`config.mk`:
```
export PLATFORM = sky130hd
export DESIGN_NAME = vga_pixel_fetch
export DESIGN_NICKNAME = d
export VERILOG_FILES = /design/src/rtl/vga_pixel_fetch.sv
export SDC_FILE = /design/constraint.sdc
export NUM_CORES = 1
export LEC_CHECK = 0
export ABC_AREA = 1
export CORE_MARGIN = 2
export CORE_UTILIZATION = 35
export CTS_CLUSTER_SIZE = 8
export DETAILED_ROUTE_END_ITERATION = 8
export DONT_BUFFER_PORTS = 1
export SKIP_CTS_REPAIR_TIMING = 1
export SYNTH_ARGS = -nofsm -noshare
export SYNTH_HDL_FRONTEND = slang
export SYNTH_SLANG_ARGS = --single-unit
```
`constraint.sdc`:
```
create_clock -name clk -period 2 [get_ports clk]
set_clock_uncertainty 0.15 [all_clocks]
set_input_delay 0.1 -clock clk [delete_from_list [all_inputs] [get_ports clk]]
set_output_delay 0.1 -clock clk [all_outputs]
set_load 0.05 [all_outputs]
```
`src/rtl/vga_pixel_fetch.sv`:
```
// Prefetches framebuffer words from the memory video port into a small FIFO and
// serialises them into RGB222 pixels, one register behind the VGA timing inputs.
module vga_pixel_fetch #(
  parameter logic [31:0] BASE     = 32'h200,
  parameter int          WORDS    = 4800,
  parameter int          DEPTH    = 4,
  parameter int          VGA_BITS = 8
) (
  input  logic                clk,
  input  logic                reset,
  input  logic                hs_in,
  input  logic                vs_in,
  input  logic                da_in,
  output logic                mem_rd,
  output logic [31:0]         mem_addr,
  input  logic [31:0]         mem_rdata,
  output logic [VGA_BITS-1:0] VGA_R,
  output logic [VGA_BITS-1:0] VGA_G,
  output logic [VGA_BITS-1:0] VGA_B,
  output logic                VGA_HS,
  output logic                VGA_VS,
  output logic                VGA_DA,
  output logic                underflow,
  output logic [1:0]          state_dbg
);

  localparam int WC_W  = $clog2(WORDS + 1);
  localparam int PTR_W = $clog2(DEPTH);
  localparam int CNT_W = $clog2(DEPTH + 1);
  localparam logic [WC_W-1:0]  WORDS_C = WC_W'(WORDS);
  localparam logic [CNT_W-1:0] DEPTH_C = CNT_W'(DEPTH);

  // state_dbg encoding: 0 = IDLE, 1 = FETCH, 2 = DONE.
  typedef enum logic [1:0] {
    S_IDLE  = 2'd0,
    S_FETCH = 2'd1,
    S_DONE  = 2'd2
  } state_t;

  state_t            state, state_next;
  logic              vs_prev;
  logic [31:0]       fifo [DEPTH];
  logic [PTR_W-1:0]  wr_ptr, rd_ptr;
  logic [CNT_W-1:0]  count;
  logic              inflight;
  logic [WC_W-1:0]   wc;
  logic [1:0]        bi;

  logic              frame_start;
  logic              issue;
  logic              push;
  logic              take;
  logic              pop;
  logic [31:0]       head;
  logic [7:0]        pix;

  assign frame_start = vs_prev & ~vs_in;
  assign push        = inflight & ~frame_start;
  assign take        = da_in & (count != '0);
  assign pop         = take & (bi == 2'd3);
  assign head        = fifo[rd_ptr];
  assign state_dbg   = state;

  // Memory handshake: mem_rd is a one-cycle strobe with mem_addr valid in the
  // same cycle; mem_rdata is taken unconditionally on the following cycle, so
  // at most one read is outstanding and the FIFO always has room for it.
  assign mem_rd   = issue;
  assign mem_addr = BASE + (32'(wc) << 2);

  always_comb begin
    state_next = state;
    issue      = 1'b0;
    case (state)
      S_IDLE: state_next = S_IDLE;
      S_FETCH: begin
        if (!frame_start && (count + CNT_W'(inflight)) < DEPTH_C && wc < WORDS_C)
          issue = 1'b1;
        if (wc == WORDS_C && !inflight)
          state_next = S_DONE;
      end
      S_DONE: state_next = S_DONE;
      default: state_next = S_IDLE;
    endcase
    if (frame_start)
      state_next = S_FETCH;
  end

  always_comb begin
    pix = 8'h00;
    case (bi)
      2'd0: pix = head[7:0];
      2'd1: pix = head[15:8];
      2'd2: pix = head[23:16];
      2'd3: pix = head[31:24];
      default: pix = 8'h00;
    endcase
  end

  always_ff @(posedge clk or negedge reset) begin
    if (!reset) begin
      state <= S_IDLE;
    end else begin
      state <= state_next;
    end
  end

  always_ff @(posedge clk) begin
    if (push)
      fifo[wr_ptr] <= mem_rdata;
  end

  always_ff @(posedge clk or negedge reset) begin
    if (!reset) begin
      vs_prev   <= 1'b0;
      wr_ptr    <= '0;
      rd_ptr    <= '0;
      count     <= '0;
      inflight  <= 1'b0;
      wc        <= '0;
      bi        <= 2'd0;
      underflow <= 1'b0;
    end else begin
      vs_prev <= vs_in;
      if (frame_start) begin
        wr_ptr    <= '0;
        rd_ptr    <= '0;
        count     <= '0;
        inflight  <= 1'b0;
        wc        <= '0;
        bi        <= 2'd0;
        underflow <= 1'b0;
      end else begin
        inflight <= issue;
        if (issue)
          wc <= wc + WC_W'(1);
        if (push)
          wr_ptr <= wr_ptr + PTR_W'(1);
        if (take)
          bi <= bi + 2'd1;
        if (pop)
          rd_ptr <= rd_ptr + PTR_W'(1);
        case ({push, pop})
          2'b10:   count <= count + CNT_W'(1);
          2'b01:   count <= count - CNT_W'(1);
          default: count <= count;
        endcase
        if (da_in && count == '0)
          underflow <= 1'b1;
      end
    end
  end

  // Colour carries the pixel's two-bit fields in the DAC MSBs; blanking and
  // underflow both produce black.
  always_ff @(posedge clk or negedge reset) begin
    if (!reset) begin
      VGA_R  <= '0;
      VGA_G  <= '0;
      VGA_B  <= '0;
      VGA_HS <= 1'b1;
      VGA_VS <= 1'b1;
      VGA_DA <= 1'b0;
    end else begin
      VGA_HS <= hs_in;
      VGA_VS <= vs_in;
      VGA_DA <= da_in;
      if (take) begin
        VGA_R <= {pix[5:4], {(VGA_BITS-2){1'b0}}};
        VGA_G <= {pix[3:2], {(VGA_BITS-2){1'b0}}};
        VGA_B <= {pix[1:0], {(VGA_BITS-2){1'b0}}};
      end else begin
        VGA_R <= '0;
        VGA_G <= '0;
        VGA_B <= '0;
      end
    end
  end

endmodule
```
==> impl_metrics.json <==
{
  "status": "completed",
  "grt_pass1_wl_um": 20820,
  "synth-seq-cells": 132,
  "synth_area_um2": 6370,
  "min_period_ns": 1.975,
  "dr.pass1.iters": 5,
  "syn_inst": 668,
  "cts_tree": "done",
  "layout-drive-gt1-share": 0.1511,
  "diodes": 0,
  "ant_nets": 0,
  "path_buf_inv": 2,
  "placedCellCount": 905,
  "routed_via_density": 4.550,
  "hp-class": "in2async",
  "p_leak_nw": 3.400,
  "cp-end-kind": "primary output",
  "dieArea_um2": 19290,
  "overflow": 0,
  "place_worst_setup_slack_ns": 0.08171,
  "drt_iter0_drc": 229,
  "rsz0062_at_grt": "true",
  "synth.distinct_cells": 29,
  "fmax_mhz": 506.3,
  "crit_fanout": 6,
  "multi_input_area_um2": 2117,
  "wire_per_inst_um": 13.71,
  "cts-htree-levels": 4,
  "seqCellArea_um2": 3790,
  "worstSetupPathType": "reg2out",
  "track_usage": 0.1399,
  "wl_um": 13390,
  "cts-root-buf": "clkbuf_16",
  "crit_top_cell": "nand2_2",
  "drv_slew": 0,
  "grt_pass1_vias": 4024,
  "io_buffers": 0,
  "synth_edf_count": 96,
  "grt_max_degree": 37,
  "clock_tree.buffer_depth": 2,
  "cts_made_buffers": 17,
  "yosys-top-cells-area": "edfxtp_1 (45%), dfrtp_1 (13%), nand2_1 (12%), buf_4 (5.4%), nand3_1 (4.9%)",
  "syn2layout_area_growth_pct": 23.02,
  "clkTransAtPathRegs_ns": 0.06,
  "yosysTopAreaCellShare": 0.4526,
  "fin_nets": 786,
  "tns_ns": 0,
  "dp_hpwl_um": 8503,
  "holdWs_ns": 0.07097,
  "critical-path-top-delay-family": "flip-flops",
  "finalSetupViolCount": 0,
  "dr_total_vias": 4445,
  "clock_sinks": 132,
  "core-area_um2": 17900,
  "cp_slowest_cell": "dfrtp_2",
  "crit_path_start_kind": "register",
  "place_congestion": 0.8326,
  "synth_warnings": 0,
  "cp_cell_sequence": "ha_4, nand2_2, nand2_2, nand3_2, nand2_2, nor2_4, buf_6, buf_12",
  "synth_top_area_cell": "edfxtp_1",
  "die_h_um": 138.9,
  "fin_crit_sh": 0.9875,
  "initial_utilization": 0.3558,
  "insertion_delay_ns": 0.42,
  "rows": 49,
  "syn_avg_cell_area_um2": 9.536,
  "antenna_found_initial": 0,
  "nFillCells": 1690,
  "worst_slack_ns": 0.02498,
  "slowest_delay_ns": 0.47,
  "hold_viol_final": 0,
  "yosysSeqAreaShare": 0.5944,
  "synth_ff_type": "edfxtp_1",
  "async_reset_ff_frac": 0.2727,
  "crit_required_ns": 1.75,
  "vdd_drop_max_mv": 0.6281,
  "io_pins": 100,
  "die_w_um": 138.9,
  "drv_cap": 0,
  "fin_cells": 977,
  "final_common_cell": "nand2_1",
  "worst_ep_arrival_time_ns": 1.73,
  "design_power_total_mw": 7.983,
  "drc_errors": 0,
  "layout_common_cells": "nand2_1 (200), edfxtp_1 (96), inv_1 (60)",
  "power.density_nw_per_um2": 1019
}
-- area by class of cell --
type | count | area share
Timing Repair Buffer | 79 | 0.09772
Multi-Input combinational cell | 442 | 0.2702
Clock inverter | 15 | 0.02746
Inverter | 63 | 0.03018
Sequential cell | 132 | 0.4836
Tap cell | 229 | 0.03656
Clock buffer | 17 | 0.05429
-- metal layers --
metal | vias to the layer above | track usage | part of all wire
li1 | 2226 | - | -
met1 | 2071 | 0.1706 | 0.45
met2 | 126 | 0.2258 | 0.48
met3 | 22 | 0.04558 | 0.048
met4 | 0 | 0.06592 | 0.021
met5 | - | 0 | 0
-- flip-flops by register name (all words and copies together) (netlist names) --
name       flops
inflight       1
VGA_B          2
VGA_R          2
fifo          96
VGA_G          2
wc            13
VGA_VS         1
count          3
underflow      1
bi             2
VGA_DA         1
VGA_HS         1
wr_ptr         2
state_dbg      2
vs_prev        1
rd_ptr         2
-- final timing paths --
kind | startpoint | end | slack, ns | cells after the start
setup / recovery | wc[7] | mem_rd | 0.02 | 8
hold / removal | reset | inflight | 0.07 | 2
setup reg to reg | bi[0] | count[2] | 0.11 | 9
hold reg to reg | wr_ptr[0] | wr_ptr[0] | 0.40 | 1
max in group asynchronous | reset | VGA_HS | 1.38 | 2
min in group clk | hs_in | VGA_HS | 0.08 | 1
-- Yosys cell counts, drive strengths merged (2+ instances only) --
library cell	instances
xnor2	2
dfrtp	34
nand4	15
xor2	7
nor3	2
o21ai	14
nand2	205
o21a	5
ha	13
dfstp	2
nand3	63
buf	63
a21oi	9
nor2	68
clkbuf	3
inv	63
edfxtp	96
-- where the power goes --
group | internal, mW | switching [mW]
sequential | 3.15 | 0.219
combinational | 0.407 | 0.881
clock | 2.12 | 1.21
total | 5.67 | 2.31
-- stage by stage --
step                        util  cell area (um2)
after detailed placement  0.3761             6733
after global routing      0.4377             7836
after floorplan                -             6523
final                     0.4377             7836
after CTS                 0.4119             7373
after global placement    0.3761             6733
-- cells by family (layout without fill, tap and decap cells) --
family / after synthesis / in the layout / synth area share
and+or+nand+nor: 353 / 353 / 0.2306
DFF: 132 / 132 / 0.5944
buffers and inverters: 129 / 174 / 0.1069
AOI/OAI and AO/OA: 30 / 30 / 0.02652
adders and majority gates: 14 / 14 / 0.02868
xor gates and xnor gates: 9 / 9 / 0.01238
other: 1 / 36 / 0.0005887
(Power assumes the default switching activity.)
